File: config.mk
export PLATFORM = sky130hd
export DESIGN_NAME = div_seq_ctrl
export DESIGN_NICKNAME = d
export VERILOG_FILES = /design/src/rtl/div_seq_ctrl.sv
export SDC_FILE = /design/constraint.sdc
export NUM_CORES = 1
export LEC_CHECK = 0
export BUFFER_PORTS_ARGS = -buffer_cell sky130_fd_sc_hd__buf_2
export CAP_MARGIN = 20
export CORE_MARGIN = 2
export CORE_UTILIZATION = 35
export CTS_BUF_LIST = sky130_fd_sc_hd__clkbuf_4 sky130_fd_sc_hd__clkbuf_8
export DETAILED_ROUTE_END_ITERATION = 6
export PLACE_DENSITY_LB_ADDON = 0.25
export SLEW_MARGIN = 20
export SYNTH_ARGS = -nofsm -noshare
export SYNTH_HDL_FRONTEND = slang
export SYNTH_SLANG_ARGS = --single-unit
export TNS_END_PERCENT = 10
File: constraint.sdc
create_clock -name clk_i -period 5.8 [get_ports clk_i]
set_input_delay 1.16 -clock clk_i [delete_from_list [all_inputs] [get_ports clk_i]]
set_output_delay 1.16 -clock clk_i [all_outputs]
set_load 0.05 [all_outputs]
File: src/rtl/div_seq_ctrl.sv
// -----------------------------------------------------------------------------
// div_seq_ctrl - multi-cycle RV32M divide / remainder unit.
//
// One shared 32-bit subtractor is time-multiplexed over every step: operand
// absolute value, 32 restoring-division iterations and the final sign fix-up.
// Division by zero and signed overflow finish on a one-state fast path.
//
// Ports:
//   clk_i, rst_ni        clock, asynchronous active-low reset
//   flush_i              synchronous abort of any in-flight operation
//   start_i / ready_o    request handshake (ready_o high only in IDLE)
//   op_i                 00 DIV, 01 DIVU, 10 REM, 11 REMU
//   dividend_i           rs1 value
//   divisor_i            rs2 value
//   valid_o / result_ready_i  response handshake
//   result_o             quotient (DIV/DIVU) or remainder (REM/REMU)
//   div_by_zero_o        divisor was zero, qualified by valid_o
// -----------------------------------------------------------------------------

// Plain 32-bit subtractor with borrow in/out; bout_o=1 when a_i < b_i + bin_i.
module subtractor_32bit (
  input  logic [31:0] a_i,
  input  logic [31:0] b_i,
  input  logic        bin_i,
  output logic [31:0] diff_o,
  output logic        bout_o
);
  logic [32:0] w_full;

  assign w_full = {1'b0, a_i} - {1'b0, b_i} - {32'd0, bin_i};
  assign diff_o = w_full[31:0];
  assign bout_o = w_full[32];
endmodule

module div_seq_ctrl #(
  parameter int XLEN = 32,
  parameter int ITER = 32
) (
  input  logic            clk_i,
  input  logic            rst_ni,
  input  logic            flush_i,
  input  logic            start_i,
  output logic            ready_o,
  input  logic [1:0]      op_i,
  input  logic [XLEN-1:0] dividend_i,
  input  logic [XLEN-1:0] divisor_i,
  output logic            valid_o,
  input  logic            result_ready_i,
  output logic [XLEN-1:0] result_o,
  output logic            div_by_zero_o
);

  typedef enum logic [2:0] {
    S_IDLE  = 3'd0,
    S_ABS_A = 3'd1,
    S_ABS_B = 3'd2,
    S_CALC  = 3'd3,
    S_NEG_Q = 3'd4,
    S_NEG_R = 3'd5,
    S_DONE  = 3'd6
  } state_t;

  state_t          r_state;
  logic            r_op_rem;     // 1: REM/REMU selects remainder
  logic [31:0]     r_q;          // dividend / quotient shift register
  logic [31:0]     r_d;          // divisor
  logic [31:0]     r_r;          // partial remainder
  logic            r_sa;         // dividend negative (signed ops only)
  logic            r_sb;         // divisor negative (signed ops only)
  logic            r_dbz;        // fast path was a divide by zero
  logic [4:0]      r_cnt;        // CALC iteration counter, ITER-1 down to 0
  logic            r_valid;
  logic [31:0]     r_result;
  logic            r_div_by_zero;

  logic            w_signed;
  logic            w_dbz;
  logic            w_ovf;
  logic [31:0]     w_trial;
  logic [31:0]     w_sub_a;
  logic [31:0]     w_sub_b;
  logic [31:0]     w_diff;
  logic            w_borrow;

  assign w_signed = ~op_i[0];
  assign w_dbz    = (divisor_i == 32'h0000_0000);
  assign w_ovf    = w_signed & (dividend_i == 32'h8000_0000) & (divisor_i == 32'hFFFF_FFFF);
  assign w_trial  = {r_r[30:0], r_q[31]};

  // Operand selection for the single shared subtractor, one pairing per state.
  always_comb begin
    w_sub_a = 32'h0000_0000;
    w_sub_b = 32'h0000_0000;
    case (r_state)
      S_ABS_A: begin
        w_sub_a = 32'h0000_0000;
        w_sub_b = r_q;
      end
      S_ABS_B: begin
        w_sub_a = 32'h0000_0000;
        w_sub_b = r_d;
      end
      S_CALC: begin
        w_sub_a = w_trial;
        w_sub_b = r_d;
      end
      S_NEG_Q: begin
        w_sub_a = 32'h0000_0000;
        w_sub_b = r_q;
      end
      S_NEG_R: begin
        w_sub_a = 32'h0000_0000;
        w_sub_b = r_r;
      end
      default: begin
        w_sub_a = 32'h0000_0000;
        w_sub_b = 32'h0000_0000;
      end
    endcase
  end

  subtractor_32bit u_sub (
    .a_i    (w_sub_a),
    .b_i    (w_sub_b),
    .bin_i  (1'b0),
    .diff_o (w_diff),
    .bout_o (w_borrow)
  );

  // Sequencer: accept, absolute values, restoring iterations, sign fix-up, respond.
  always_ff @(posedge clk_i or negedge rst_ni) begin
    if (!rst_ni) begin
      r_state       <= S_IDLE;
      r_op_rem      <= 1'b0;
      r_q           <= 32'h0000_0000;
      r_d           <= 32'h0000_0000;
      r_r           <= 32'h0000_0000;
      r_sa          <= 1'b0;
      r_sb          <= 1'b0;
      r_dbz         <= 1'b0;
      r_cnt         <= 5'd0;
      r_valid       <= 1'b0;
      r_result      <= 32'h0000_0000;
      r_div_by_zero <= 1'b0;
    end else if (flush_i) begin
      // Abort wins over everything, including a same-cycle start.
      r_state       <= S_IDLE;
      r_valid       <= 1'b0;
      r_div_by_zero <= 1'b0;
    end else begin
      case (r_state)
        S_IDLE: begin
          if (start_i) begin
            r_op_rem <= op_i[1];
            r_d      <= divisor_i;
            r_sa     <= w_signed & dividend_i[31];
            r_sb     <= w_signed & divisor_i[31];
            if (w_dbz) begin
              // Quotient all ones, remainder is the dividend.
              r_q     <= 32'hFFFF_FFFF;
              r_r     <= dividend_i;
              r_dbz   <= 1'b1;
              r_state <= S_DONE;
            end else if (w_ovf) begin
              // Most-negative / -1: quotient wraps to itself, remainder 0.
              r_q     <= 32'h8000_0000;
              r_r     <= 32'h0000_0000;
              r_dbz   <= 1'b0;
              r_state <= S_DONE;
            end else begin
              r_q     <= dividend_i;
              r_r     <= 32'h0000_0000;
              r_dbz   <= 1'b0;
              r_state <= S_ABS_A;
            end
          end else begin
            r_state <= S_IDLE;
          end
        end
        S_ABS_A: begin
          if (r_sa) begin
            r_q <= w_diff;
          end else begin
            r_q <= r_q;
          end
          r_state <= S_ABS_B;
        end
        S_ABS_B: begin
          if (r_sb) begin
            r_d <= w_diff;
          end else begin
            r_d <= r_d;
          end
          r_cnt   <= 5'(ITER - 1);
          r_state <= S_CALC;
        end
        S_CALC: begin
          // R[31] set means the 33-bit trial value certainly exceeds D.
          if (r_r[31] | ~w_borrow) begin
            r_r <= w_diff;
            r_q <= {r_q[30:0], 1'b1};
          end else begin
            r_r <= w_trial;
            r_q <= {r_q[30:0], 1'b0};
          end
          if (r_cnt == 5'd0) begin
            r_state <= S_NEG_Q;
          end else begin
            r_cnt <= r_cnt - 5'd1;
          end
        end
        S_NEG_Q: begin
          if (r_sa ^ r_sb) begin
            r_q <= w_diff;
          end else begin
            r_q <= r_q;
          end
          r_state <= S_NEG_R;
        end
        S_NEG_R: begin
          // Remainder takes the sign of the dividend.
          if (r_sa) begin
            r_r <= w_diff;
          end else begin
            r_r <= r_r;
          end
          r_state <= S_DONE;
        end
        S_DONE: begin
          if (r_valid) begin
            if (result_ready_i) begin
              r_valid       <= 1'b0;
              r_div_by_zero <= 1'b0;
              r_state       <= S_IDLE;
            end else begin
              r_state <= S_DONE;
            end
          end else begin
            // Register the response; it is held stable until consumed.
            r_valid       <= 1'b1;
            r_result      <= r_op_rem ? r_r : r_q;
            r_div_by_zero <= r_dbz;
            r_state       <= S_DONE;
          end
        end
        default: begin
          r_state <= S_IDLE;
          r_valid <= 1'b0;
        end
      endcase
    end
  end

  assign ready_o       = (r_state == S_IDLE);
  assign valid_o       = r_valid;
  assign result_o      = r_result;
  assign div_by_zero_o = r_div_by_zero;

endmodule

==> results of run 1 <==
[worst max-delay path, cell delays in order, from the launching register on]
cell      delay [ns]
dfrtp_2         0.62
nor2b_2         0.23
buf_4           0.41
a22oi_1         0.16
nor2_1          0.12
a21oi_1         0.08
fa_1            0.51
a211oi_2        0.24
o21ai_2         0.12
a41o_2          0.33
a21oi_4         0.20
nor3_4          0.09
nor3_4          0.47
o21ai_4         0.24
buf_4           0.26
a221oi_1        0.29
a21oi_1         0.12
[area by class of cell]
type	count	area (um^2)	area share, %
Clock buffer	18	248	2.10
Clock inverter	14	185	1.57
Inverter	18	67.6	0.573
Multi-Input combinational cell	1034	6510	55.3
Sequential cell	142	3560	30.2
Tap cell	390	488	4.14
Timing Repair Buffer	129	724	6.15
[kinds of logic (layout without fill, tap and decap cells)]
family / after synthesis / after routing / synth area share [%]
AND/OR/NAND/NOR: 481 / 481 / 21.1
AO/OA/AOI/OAI: 425 / 425 / 27.1
flip-flops: 142 / 142 / 33.9
buffers and inverters: 113 / 179 / 4.49
multiplexers: 70 / 70 / 7.12
adder cells (fa/ha/maj): 35 / 35 / 4.25
XOR/XNOR: 23 / 23 / 1.92
[synthesized netlist by cell type (11+ instances only)]
cell	instances	area, um^2
nand4_1	14	87.6
a21o_1	11	82.6
and3_1	34	213
a221oi_2	14	210
nand3_1	19	95.1
a41oi_1	16	140
mux2i_1	34	340
clkbuf_1	80	300
nand2_1	159	597
nor4_1	18	113
o21ai_0	62	310
a221oi_1	13	114
nor2_1	178	668
a31oi_1	44	275
a22oi_1	38	285
inv_1	17	63.8
xnor2_1	16	140
dfrtp_1	142	3550
ha_1	34	425
mux2_2	36	405
a21oi_1	156	781
[state kept, by name (all words and copies together) (netlist names)]
| name | flops |
|---|---|
| result_o | 32 |
| r_q | 32 |
| r_sb | 1 |
| div_by_zero_o | 1 |
| r_state | 3 |
| valid_o | 1 |
| r_d | 32 |
| r_sa | 1 |
| r_op_rem | 1 |
| r_r | 32 |
| r_cnt | 5 |
| r_dbz | 1 |
[metal layers]
layer / global-route usage [%] / part of all wire [%] / vias to the layer above
met1: 32.4 / 45 / 5130
li1: - / - / 4841
met5: 0 / 0 / -
met4: 8.85 / 2.9 / 0
met3: 3.48 / 5.3 / 56
met2: 39.1 / 47 / 352
[cell usage in the layout (no fill, tap or decap), drive strengths merged, types with 6 or more instances in the layout]
cell / count
o21bai: 6
xor2: 7
mux2i: 34
ha: 34
a41oi: 16
o21ai: 70
nor3: 12
o31ai: 6
and3: 36
o211ai: 6
mux2: 36
clkbuf: 18
nor4: 19
buf: 129
nor2b: 8
nand2b: 7
a22oi: 38
a31oi: 44
nand3: 19
a21oi: 158
dfrtp: 142
nor2: 178
a21o: 14
a221oi: 27
xnor2: 16
o21a: 7
nand2: 159
nand4: 14
inv: 21
[power breakdown]
group          switching, W  leakage, nW  internal (W)
Combinational      0.000956         3.13      0.000608
Clock              0.000470        0.208      0.000445
Sequential         0.000309         1.64       0.00122
Total               0.00173         4.97       0.00227
[worst max-delay path by stage]
stage / start / end / slack (ns) / cells past startpoint
after global routing: r_state[2] / r_r[9] / 0.83 / 14
after detailed placement: r_state[0] / r_r[9] / 1.26 / 16
final: r_state[0] / r_r[9] / 1.15 / 16
after global placement: r_state[2] / r_r[6] / 1.40 / 14
after floorplan: r_state[0] / r_r[2] / 1.55 / 18
after CTS: r_state[0] / r_r[9] / 1.20 / 16
[metrics by stage]
step                setup WS (ns)  power (W)
finish                       1.15    0.00401
global route                0.829    0.00425
CTS                          1.20    0.00400
detailed placement           1.26    0.00309
global placement             1.40    0.00307
floorplan                    1.55    0.00259
==> impl_metrics.py, run 1 <==
metrics = {
    "route": {
        "drtIter0Drc": 991,
        "vias_per_cell": 5.95,
        "ant_nets": 0,
        "post-route-drc-count": 0,
        "totalWireLength_mm": 37.6,
        "vias": 10379,
        "first_pass_iters": 6,
        "wl_per_cell_um": 21.6,
    },
    "final_layout": {
        "layout-drive-gt1-share_pct": 18.8,
        "layout.nets": 1448,
        "antenna_cells": 0,
        "finalNonFillerCells": 1745,
        "fillers": 3051,
        "final_area_um2": 11800,
        "area.growth.synth_to_final_pct": 12.5,
        "fin_util_pct": 39.9,
    },
    "setup_path": {
        "startpoint_type": "register",
        "r2r-start": "r_state[0]",
        "worst-path-max-fanout": 32,
        "reg2reg_slack_ns": 1.15,
        "cp.required_ns": 6.15,
        "r2r_end": "r_r[9]",
        "critPathKind": "register to register",
        "end_kind": "register",
        "worstPathArrival_ns": 5.00,
        "reg2reg_depth": 16,
    },
    "clock_tree": {
        "post-cts-setup-buffers": 0,
        "htree_levels": 4,
        "cts_num_sinks": 142,
        "cts_resized": 0,
        "hold_buffers": 0,
        "cts_tree": "built",
        "cts_root_buf": "clkbuf_8",
        "clk_transition_reported_paths_ns": 0.09,
        "ctsLongestPathBuffers": 2,
        "numCtsBuffers": 17,
        "clk_latency_ns": 0.49,
    },
    "floorplan": {
        "core_um2": 29600,
        "ios": 106,
        "die_area_um2": 31300,
        "die_w_um": 177,
        "fp.dieH_um": 177,
        "row_count": 63,
        "initial_core_util_pct": 35.4,
    },
    "timing": {
        "hold_violations": 0,
        "rsz0062_at_grt": "false",
        "finalClockSkew_ns": 0.0232,
        "setup_viol": 0,
        "period_minus_slack_ns": 4.65,
        "min_period_over_period_pct": 80.2,
        "clock.fmax_mhz": 215,
        "fin_tns_setup_ns": 0,
        "drv_slew": 0,
        "max_slew_margin_pct": 27.0,
        "whs_ns": 0.493,
        "tightest_slew_ns": 1.09,
    },
    "global_route": {
        "grt_pass1_wl_mm": 58.2,
        "grt_pass1_vias": 9965,
        "grt_max_degree": 56,
        "grt-ovfl-total": 0,
        "antenna_found_initial": 0,
        "grt_usage_pct": 24.0,
    },
    "synthesis": {
        "synth_edf_count": 0,
        "synth_seq_cells": 142,
        "postSynthCellCount": 1289,
        "synth_flop_cell": "dfrtp_1",
        "synth-seq-area-share_pct": 33.9,
        "async_flop_share_pct": 100,
        "avgSynthCellArea_um2": 8.12,
        "synth_warnings": 0,
        "synth_cell_types": 83,
        "syn-num-nets": 1395,
        "syn_area_um2": 10500,
    },
    "run": {
        "drv_cap": 0,
    },
    "placement": {
        "port_buffers": 105,
        "dpl.hpwl_mm": 26.6,
        "place_congestion": 0.893,
        "postPlaceCellArea_um2": 11300,
        "dpl.cell_count": 1713,
    },
    "power_and_ir_drop": {
        "ir_worst_vdd_mv": 0.165,
        "p_per_area_nw_per_um2": 340,
        "p_leak_nw": 4.97,
    },
    "worst_hold_path": {
        "min_to": "r_d[0]",
        "hp-class": "register to register",
        "worstHoldPathCells": 2,
        "min_from": "r_d[0]",
    },
    "status": {
        "status": "complete, no violations",
    },
}
No activity file was read; power rests on OpenSTA's default activity.
==> run 2, diff against run 1 <==
clock period = 4.75 ns   (was 5.8 ns; I/O delays follow)
==> run 2 against run 1 <==
Net effect:
- hold slack better by 0.0068 ns
- maximum frequency is 12% higher
- cell count is 0.46% higher
- core utilization is 0.14 points higher
- clock power is 17% higher
- total power is 21% higher
- critical path depth stayed put
- count of clock-buffer cells in the layout stayed put
- critical path type unchanged
- clock skew is 0.0031 ns lower
- setup slack worse by 0.57 ns
==> impl_metrics.py, run 2 (synthesis gave the netlist of run 1 again) <==
metrics = {
    "status": {
        "status": "complete, no violations",
    },
    "clock_tree": {
        "hold_buffers": 0,
        "post-cts-setup-buffers": 0,
        "clk_latency_ns": 0.49,
        "numCtsBuffers": 17,
        "ctsLongestPathBuffers": 2,
        "cts_tree": "built",
        "cts_num_sinks": 142,
        "cts_resized": 0,
        "htree_levels": 4,
        "clk_transition_reported_paths_ns": 0.09,
        "cts_root_buf": "clkbuf_8",
    },
    "power_and_ir_drop": {
        "p_per_area_nw_per_um2": 411,
        "p_leak_nw": 5.01,
        "ir_worst_vdd_mv": 0.176,
    },
    "timing": {
        "rsz0062_at_grt": "false",
        "tightest_slew_ns": 1.14,
        "hold_violations": 0,
        "setup_viol": 0,
        "fin_tns_setup_ns": 0,
        "finalClockSkew_ns": 0.0201,
        "period_minus_slack_ns": 4.17,
        "min_period_over_period_pct": 87.8,
        "max_slew_margin_pct": 23.6,
        "drv_slew": 0,
        "clock.fmax_mhz": 240,
    },
    "placement": {
        "place_congestion": 0.911,
        "port_buffers": 105,
        "postPlaceCellArea_um2": 11400,
        "dpl.hpwl_mm": 26.9,
    },
    "floorplan": {
        "fp.dieH_um": 177,
        "initial_core_util_pct": 35.4,
        "die_w_um": 177,
        "ios": 106,
        "die_area_um2": 31300,
        "core_um2": 29600,
        "row_count": 63,
    },
    "final_layout": {
        "fillers": 3081,
        "final_common_cell": "nor2_1",
        "final_area_um2": 11800,
        "regArea_um2": 3560,
        "multi_input_area_um2": 6500,
        "antenna_cells": 0,
        "final_cell_mix": "nor2_1 (175), nand2_1 (159), a21oi_1 (153)",
        "layout-drive-gt1-share_pct": 19.3,
        "area.growth.synth_to_final_pct": 12.9,
        "layout.nets": 1456,
    },
    "setup_path": {
        "cp.required_ns": 5.09,
        "worstPathArrival_ns": 4.51,
        "r2r-start": "r_state[0]",
        "r2r_end": "r_r[1]",
        "worst-path-max-fanout": 9,
        "crit_start": "r_state[0]",
        "reg2reg_depth": 16,
        "startpoint_type": "register",
        "end_kind": "register",
        "reg2reg_slack_ns": 0.58,
        "critPathKind": "register to register",
    },
    "global_route": {
        "grt_max_degree": 87,
        "grt_usage_pct": 24.7,
        "grt_pass1_vias": 10017,
        "grt-ovfl-total": 0,
        "antenna_found_initial": 0,
        "grt_pass1_wl_mm": 59.1,
    },
    "worst_hold_path": {
        "min_from": "r_d[0]",
        "hp-class": "register to register",
        "worstHoldPathCells": 2,
        "min_to": "r_d[0]",
    },
    "route": {
        "first_pass_iters": 6,
        "vias": 10381,
        "totalWireLength_mm": 38.1,
        "post-route-drc-count": 0,
        "ant_nets": 0,
        "drtIter0Drc": 935,
        "wl_per_cell_um": 21.7,
        "vias_per_cell": 5.92,
    },
    "run": {
        "drv_cap": 0,
    },
}
-- run 2: report_power, final --
| group | total, W | switching [W] | internal [W] | leakage (nW) |
|---|---|---|---|---|
| clock network | 0.00107 | 0.000550 | 0.000524 | 0.199 |
| registers | 0.00187 | 0.000379 | 0.00149 | 1.64 |
| logic | 0.00192 | 0.00116 | 0.000753 | 3.17 |
| total | 0.00486 | 0.00209 | 0.00277 | 5.01 |
-- run 2: worst max-delay path, stage by stage (launching register included) --
cell      delay, ns
dfrtp_2        0.52
nor2b_2        0.26
a22oi_1        0.11
o21ai_0        0.17
ha_1           0.22
inv_1          0.08
fa_1           0.49
a211oi_2       0.24
o21ai_2        0.13
a41o_2         0.33
a21oi_4        0.21
nor3_4         0.09
nor3_4         0.31
buf_4          0.21
mux2_2         0.33
a222oi_1       0.23
o21ai_1        0.09
-- run 2: cell type report --
| cell class | count | area share, % |
|---|---|---|
| Multi-Input combinational cell | 1034 | 55.0 |
| Sequential cell | 142 | 30.1 |
| Timing Repair Buffer | 137 | 6.74 |
| Tap cell | 390 | 4.13 |
| Clock buffer | 18 | 2.04 |
| Clock inverter | 14 | 1.41 |
| Inverter | 18 | 0.571 |
-- run 2: per-stage QoR --
step / total power, W / instances / hold WS (ns) / worst slack, ns / utilization [%]
finish: 0.00486 / 1753 / 0.500 / 0.579 / 40.0
floorplan: 0.00316 / 1289 / 0.450 / 0.496 / -
global placement: 0.00376 / 1721 / 0.481 / 0.678 / 38.6
global route: 0.00517 / 1753 / 0.532 / 0.242 / 40.0
detailed placement: 0.00378 / 1721 / 0.474 / 0.593 / 38.6
CTS: 0.00486 / 1753 / 0.496 / 0.578 / 40.0
-- run 2: layer usage --
metal / global-route usage [%] / vias to the layer above / wire, um
li1: - / 4859 / -
met1: 32.7 / 5074 / 16600
met2: 40.1 / 380 / 18200
met3: 4.36 / 68 / 2110
met4: 9.44 / 0 / 1160
met5: 0 / - / 0
-- run 2: worst max-delay path by stage --
stage | to | slack (ns) | cells after the start
after floorplan | r_r[2] | 0.50 | 18
after global placement | r_r[1] | 0.68 | 16
after detailed placement | r_r[1] | 0.59 | 16
after CTS | r_r[1] | 0.58 | 16
after global routing | r_r[1] | 0.24 | 16
final | r_r[1] | 0.58 | 16
